File: config.mk
export PLATFORM = sky130hd
export DESIGN_NAME = alu
export DESIGN_NICKNAME = d
export VERILOG_FILES = /design/src/rtl/alu_pkg.sv /design/src/rtl/alu_shifter.sv /design/src/rtl/alu.sv
export SDC_FILE = /design/constraint.sdc
export NUM_CORES = 1
export LEC_CHECK = 0
export BUFFER_PORTS_ARGS = -buffer_cell sky130_fd_sc_hd__buf_2
export CAP_MARGIN = 5
export CELL_PAD_IN_SITES_DETAIL_PLACEMENT = 0
export CELL_PAD_IN_SITES_GLOBAL_PLACEMENT = 1
export CORE_MARGIN = 5
export CORE_UTILIZATION = 45
export DETAILED_ROUTE_END_ITERATION = 12
export PLACE_DENSITY = 0.9
export SETUP_SLACK_MARGIN = 0.05
export SYNTH_ARGS = -nofsm -noshare
export SYNTH_HDL_FRONTEND = slang
export SYNTH_SLANG_ARGS = --single-unit
File: constraint.sdc
create_clock -name clk -period 13 [get_ports clk]
set_input_delay 0.65 -clock clk [delete_from_list [all_inputs] [get_ports clk]]
set_output_delay 0.65 -clock clk [all_outputs]
set_load 0.02 [all_outputs]
File: src/rtl/alu_pkg.sv
// Shared constants for the integer ALU: datapath width and MIPS funct encodings.
package alu_pkg;

  localparam int WIDTH = 32;

  localparam logic [5:0] ALU_ADD  = 6'b100000;
  localparam logic [5:0] ALU_ADDU = 6'b100001;
  localparam logic [5:0] ALU_SUB  = 6'b100010;
  localparam logic [5:0] ALU_SUBU = 6'b100011;
  localparam logic [5:0] ALU_AND  = 6'b100100;
  localparam logic [5:0] ALU_OR   = 6'b100101;
  localparam logic [5:0] ALU_XOR  = 6'b100110;
  localparam logic [5:0] ALU_NOR  = 6'b100111;
  localparam logic [5:0] ALU_SLL  = 6'b000000;
  localparam logic [5:0] ALU_SRL  = 6'b000010;
  localparam logic [5:0] ALU_SRA  = 6'b000011;
  localparam logic [5:0] ALU_SLLV = 6'b000100;
  localparam logic [5:0] ALU_SRLV = 6'b000110;
  localparam logic [5:0] ALU_SRAV = 6'b000111;
  localparam logic [5:0] ALU_SLT  = 6'b101010;
  localparam logic [5:0] ALU_SLTU = 6'b101011;

endpackage

File: src/rtl/alu_shifter.sv
// Combinational barrel shifter: left, logical right or arithmetic right by shamt.
module alu_shifter #(
  parameter int WIDTH = 32,
  parameter int SHW   = $clog2(WIDTH)
) (
  input  logic [WIDTH-1:0] data,
  input  logic [SHW-1:0]   shamt,
  input  logic             dir,
  input  logic             arith,
  output logic [WIDTH-1:0] result
);

  // dir=0 shifts left; dir=1 shifts right, sign-filling when arith=1
  always_comb begin
    result = '0;
    if (!dir)
      result = data << shamt;
    else if (arith)
      result = WIDTH'($signed(data) >>> shamt);
    else
      result = data >> shamt;
  end

endmodule

File: src/rtl/alu.sv
// 32-bit MIPS-style integer ALU selected by funct code; result and flags
// are registered, giving exactly one cycle of latency.
module alu
  import alu_pkg::*;
#(
  parameter int W = WIDTH
) (
  input  logic         clk,
  input  logic         rst_n,
  input  logic [W-1:0] in1,
  input  logic [W-1:0] in2,
  input  logic [5:0]   Con,
  output logic [W-1:0] out,
  output logic         zero,
  output logic         ovf
);

  localparam int SHW = $clog2(W);

  logic [W-1:0] sum, diff, sh_res, res;
  logic         add_ovf, sub_ovf, ovf_c;
  logic         slt_s, slt_u;

  assign sum  = in1 + in2;
  assign diff = in1 - in2;

  // Signed overflow: operand signs agree (add) / differ (sub) and the result sign flips
  assign add_ovf = (in1[W-1] == in2[W-1]) && (sum[W-1]  != in1[W-1]);
  assign sub_ovf = (in1[W-1] != in2[W-1]) && (diff[W-1] != in1[W-1]);

  assign slt_s = $signed(in1) < $signed(in2);
  assign slt_u = in1 < in2;

  // Shift funct codes encode direction in bit 1 and arithmetic fill in bit 0
  alu_shifter #(.WIDTH(W), .SHW(SHW)) u_shifter (
    .data   (in2),
    .shamt  (in1[SHW-1:0]),
    .dir    (Con[1]),
    .arith  (Con[0]),
    .result (sh_res)
  );

  always_comb begin
    res   = '0;
    ovf_c = 1'b0;
    case (Con)
      ALU_ADD:  begin res = sum;  ovf_c = add_ovf; end
      ALU_ADDU: res = sum;
      ALU_SUB:  begin res = diff; ovf_c = sub_ovf; end
      ALU_SUBU: res = diff;
      ALU_AND:  res = in1 & in2;
      ALU_OR:   res = in1 | in2;
      ALU_XOR:  res = in1 ^ in2;
      ALU_NOR:  res = ~(in1 | in2);
      ALU_SLL, ALU_SRL, ALU_SRA,
      ALU_SLLV, ALU_SRLV, ALU_SRAV: res = sh_res;
      ALU_SLT:  res = {{(W-1){1'b0}}, slt_s};
      ALU_SLTU: res = {{(W-1){1'b0}}, slt_u};
      default:  begin res = '0; ovf_c = 1'b0; end
    endcase
  end

  // zero is taken from the fresh result, so it always matches the value registered into out
  always_ff @(posedge clk) begin
    if (!rst_n) begin
      out  <= '0;
      zero <= 1'b1;
      ovf  <= 1'b0;
    end else begin
      out  <= res;
      zero <= (res == '0);
      ovf  <= ovf_c;
    end
  end

endmodule

==> results.json <==
{
  "vias_per_cell": 7.25,
  "hp-class": "input port to flop",
  "synth.largest_area_cell": "ha_1",
  "diodes": 0,
  "grt_pass1_wl_mm": 83.2,
  "synth_cell_type_count": 97,
  "period_minus_slack_ns": 5.14,
  "hold_viol_final": 0,
  "drt-initial-drc-count": 2408,
  "io_buffers": 105,
  "hold-path-cell-count": 2,
  "fmax_ghz": 0.195,
  "num_vias": 14100,
  "die_w_um": 173,
  "cp-start-kind": "input port",
  "cp_num_buf_inv": 3,
  "n_fill_cell": 2710,
  "critPathKind": "input port to flop",
  "synth-edff-count": 0,
  "pin_count": 106,
  "slew_headroom_pct": 7.85,
  "power_uw": 814,
  "cts_buffers": 5,
  "path_cells": "buf_4 -> clkinv_1 -> buf_4 -> ha_1 -> o211ai_1 -> o211ai_1 -> a21oi_1 -> o21ai_0 -> a21oi_1 -> a311oi_1 -> o32ai_1 -> a211o_1 -> nor4_1 -> nand4_1 -> o31ai_2",
  "rsz0062_at_grt": "false",
  "cts_resized": 0,
  "area_delta_synth_final_pct": 4.82,
  "grt_antenna_before_repair": 0,
  "ys_seq_elements": 34,
  "nets": 1782,
  "cpMaxStageDelayCell": "o21ai_0",
  "irDropWorstVdd_uv": 41.0,
  "tightest_slew_ns": 1.38,
  "p_leak_nw": 5.27,
  "drc": 0,
  "synth_most_common_cell": "nor2_1",
  "holdPathEnd": "zero",
  "cp_slowest_stage_delay_ns": 0.83,
  "power.density_nw_per_um2": 65.0,
  "regArea_um2": 681,
  "synth_area_per_cell_um2": 7.33,
  "drt_pass1_iterations": 7,
  "clk_pin_slew_worst_paths_ns": 0.07,
  "cts_tree": "done",
  "clockRootBuffer": "clkbuf_16",
  "cp.required_ns": 13.22,
  "synth_commonest_cells": "nor2_1, nand2_1, a21oi_1",
  "cts.htree.levels": 2,
  "outcome": "finished clean",
  "grt_max_degree": 74,
  "track_usage_pct": 35.0,
  "slew_violations": 0,
  "syn_area_um2": 12000,
  "cap_violations": 0,
  "endpoint_kind": "flop",
  "ys_seq_area_share_pct": 5.69,
  "final.setup.tns_ns": 0,
  "period_share_pct": 39.5,
  "drive_above_1_share_pct": 15.2,
  "cp.arrival_ns": 5.36,
  "hold_buffers": 0,
  "core_um2": 26100,
  "final_antenna_net_count": 0,
  "ys_dominant_reg_cell": "dfxtp_1",
  "die-area_um2": 29900,
  "die_h_um": 173,
  "crit_family": "compound AO/OA/AOI/OAI gates",
  "initial_core_util_pct": 45.7,
  "globalplace.congestion": 1.07,
  "post-cts-setup-buffer-count": 0,
  "yosysTopAreaCellShare_pct": 10.0,
  "yosys_warnings": 0,
  "grt_pass1_vias": 13100,
  "grt-ovfl-total": 0,
  "finalSetupViolCount": 0,
  "place_hpwl_mm": 42.0,
  "cts_buffer_depth": 2,
  "num_rows": 59,
  "multi_input_area_um2": 10200,
  "wirelength_mm": 55.8,
  "synth_fp_nets": 1801,
  "synthArstFlopShare_pct": 0,
  "hold_path_startpoint": "rst_n",
  "synth_area_leaders": "ha_1, mux4_2, mux2i_1, dfxtp_1, a21oi_1",
  "path_max_fanout": 42,
  "syn_inst": 1631,
  "numClockSinks": 34,
  "wire_per_inst_um": 28.6
}
[worst max-delay path by stage]
stage / startpoint / end / slack (ns) / depth (start not counted)
final: in1[2] / zero / 7.86 / 15
after global routing: in1[2] / zero / 7.58 / 15
after CTS: in1[2] / zero / 8.11 / 15
after detailed placement: in1[0] / zero / 7.83 / 15
after global placement: in1[2] / zero / 7.75 / 15
after floorplan: in1[2] / out[29] / 8.25 / 19
[layout make-up]
cell class | instances | area share, %
clock buffer | 5 | 0.999
clock inverter | 3 | 0.549
inverter | 101 | 3.03
multi-input combinational | 1345 | 81.2
sequential | 34 | 5.43
tap | 335 | 3.35
timing repair buffer | 125 | 5.45
[logic make-up (layout without fill, tap and decap cells)]
group | after synthesis | after routing | synth area share [%]
compound gates | 532 | 532 | 30.7
xor+xnor | 58 | 58 | 4.25
fa+ha+maj | 98 | 98 | 10.4
buf+inv | 252 | 234 | 9.25
flops | 34 | 34 | 5.69
mux | 180 | 180 | 20.6
simple gates | 477 | 477 | 19.1
[report_power, final]
part / leakage, nW / internal (mW) / total [mW] / switching, mW
combinational: 4.90 / 0.185 / 0.537 / 0.352
clock: 0.0940 / 0.110 / 0.167 / 0.0565
sequential: 0.277 / 0.109 / 0.110 / 0.00127
total: 5.27 / 0.404 / 0.814 / 0.410
[cell usage in the layout (no fill, tap or decap), types with 8 or more instances in the layout]
master and count:
o21ai_0 93, buf_2 102, o221ai_1 9, mux4_2 50, nand2_1 131, o21a_1 8, o31ai_1 12, and3_1 11
a311oi_1 8, a22oi_1 10, and2_1 18, nor2_1 139, mux2i_1 104, a21oi_1 125, o211a_1 8, nand2b_1 18
a211oi_1 42, dfxtp_1 34, a211o_1 14, o211ai_1 33, nor4_1 22, buf_4 23, o22ai_1 20, a2111oi_0 8
a21o_1 15, a221oi_1 12, nand3_1 30, xnor2_1 49, nand4_1 13, nor2b_1 16, ha_1 96, mux2_2 25
inv_1 96, xor2_1 9, nor3_1 36, a31oi_1 18, or3_1 10
[layer usage]
layer  wire length, um  GRT usage (%)
met1             21800           46.7
met2             23200           52.3
met3              7410           10.3
met4              3410           15.5
met5                 0              0
[per-stage QoR]
stage          utilization [%]  cell area (um2)  hold WS (ns)  instances  setup slack [ns]
2_1_floorplan                -            12000         0.772       1631              8.25
3_3_place_gp              47.2            12300         0.982       1940              7.75
3_5_place_dp              47.2            12300         0.986       1940              7.83
4_1_cts                   47.9            12500         0.682       1948              8.11
5_1_grt                   47.9            12500         0.682       1948              7.58
6_report                  47.9            12500         0.685       1948              7.86
[flip-flops by register name, summed over array words and instances (netlist names)]
| signal | cells |
|---|---|
| out | 32 |
| ovf | 1 |
| zero | 1 |
Power figures use the tool's default switching activity.
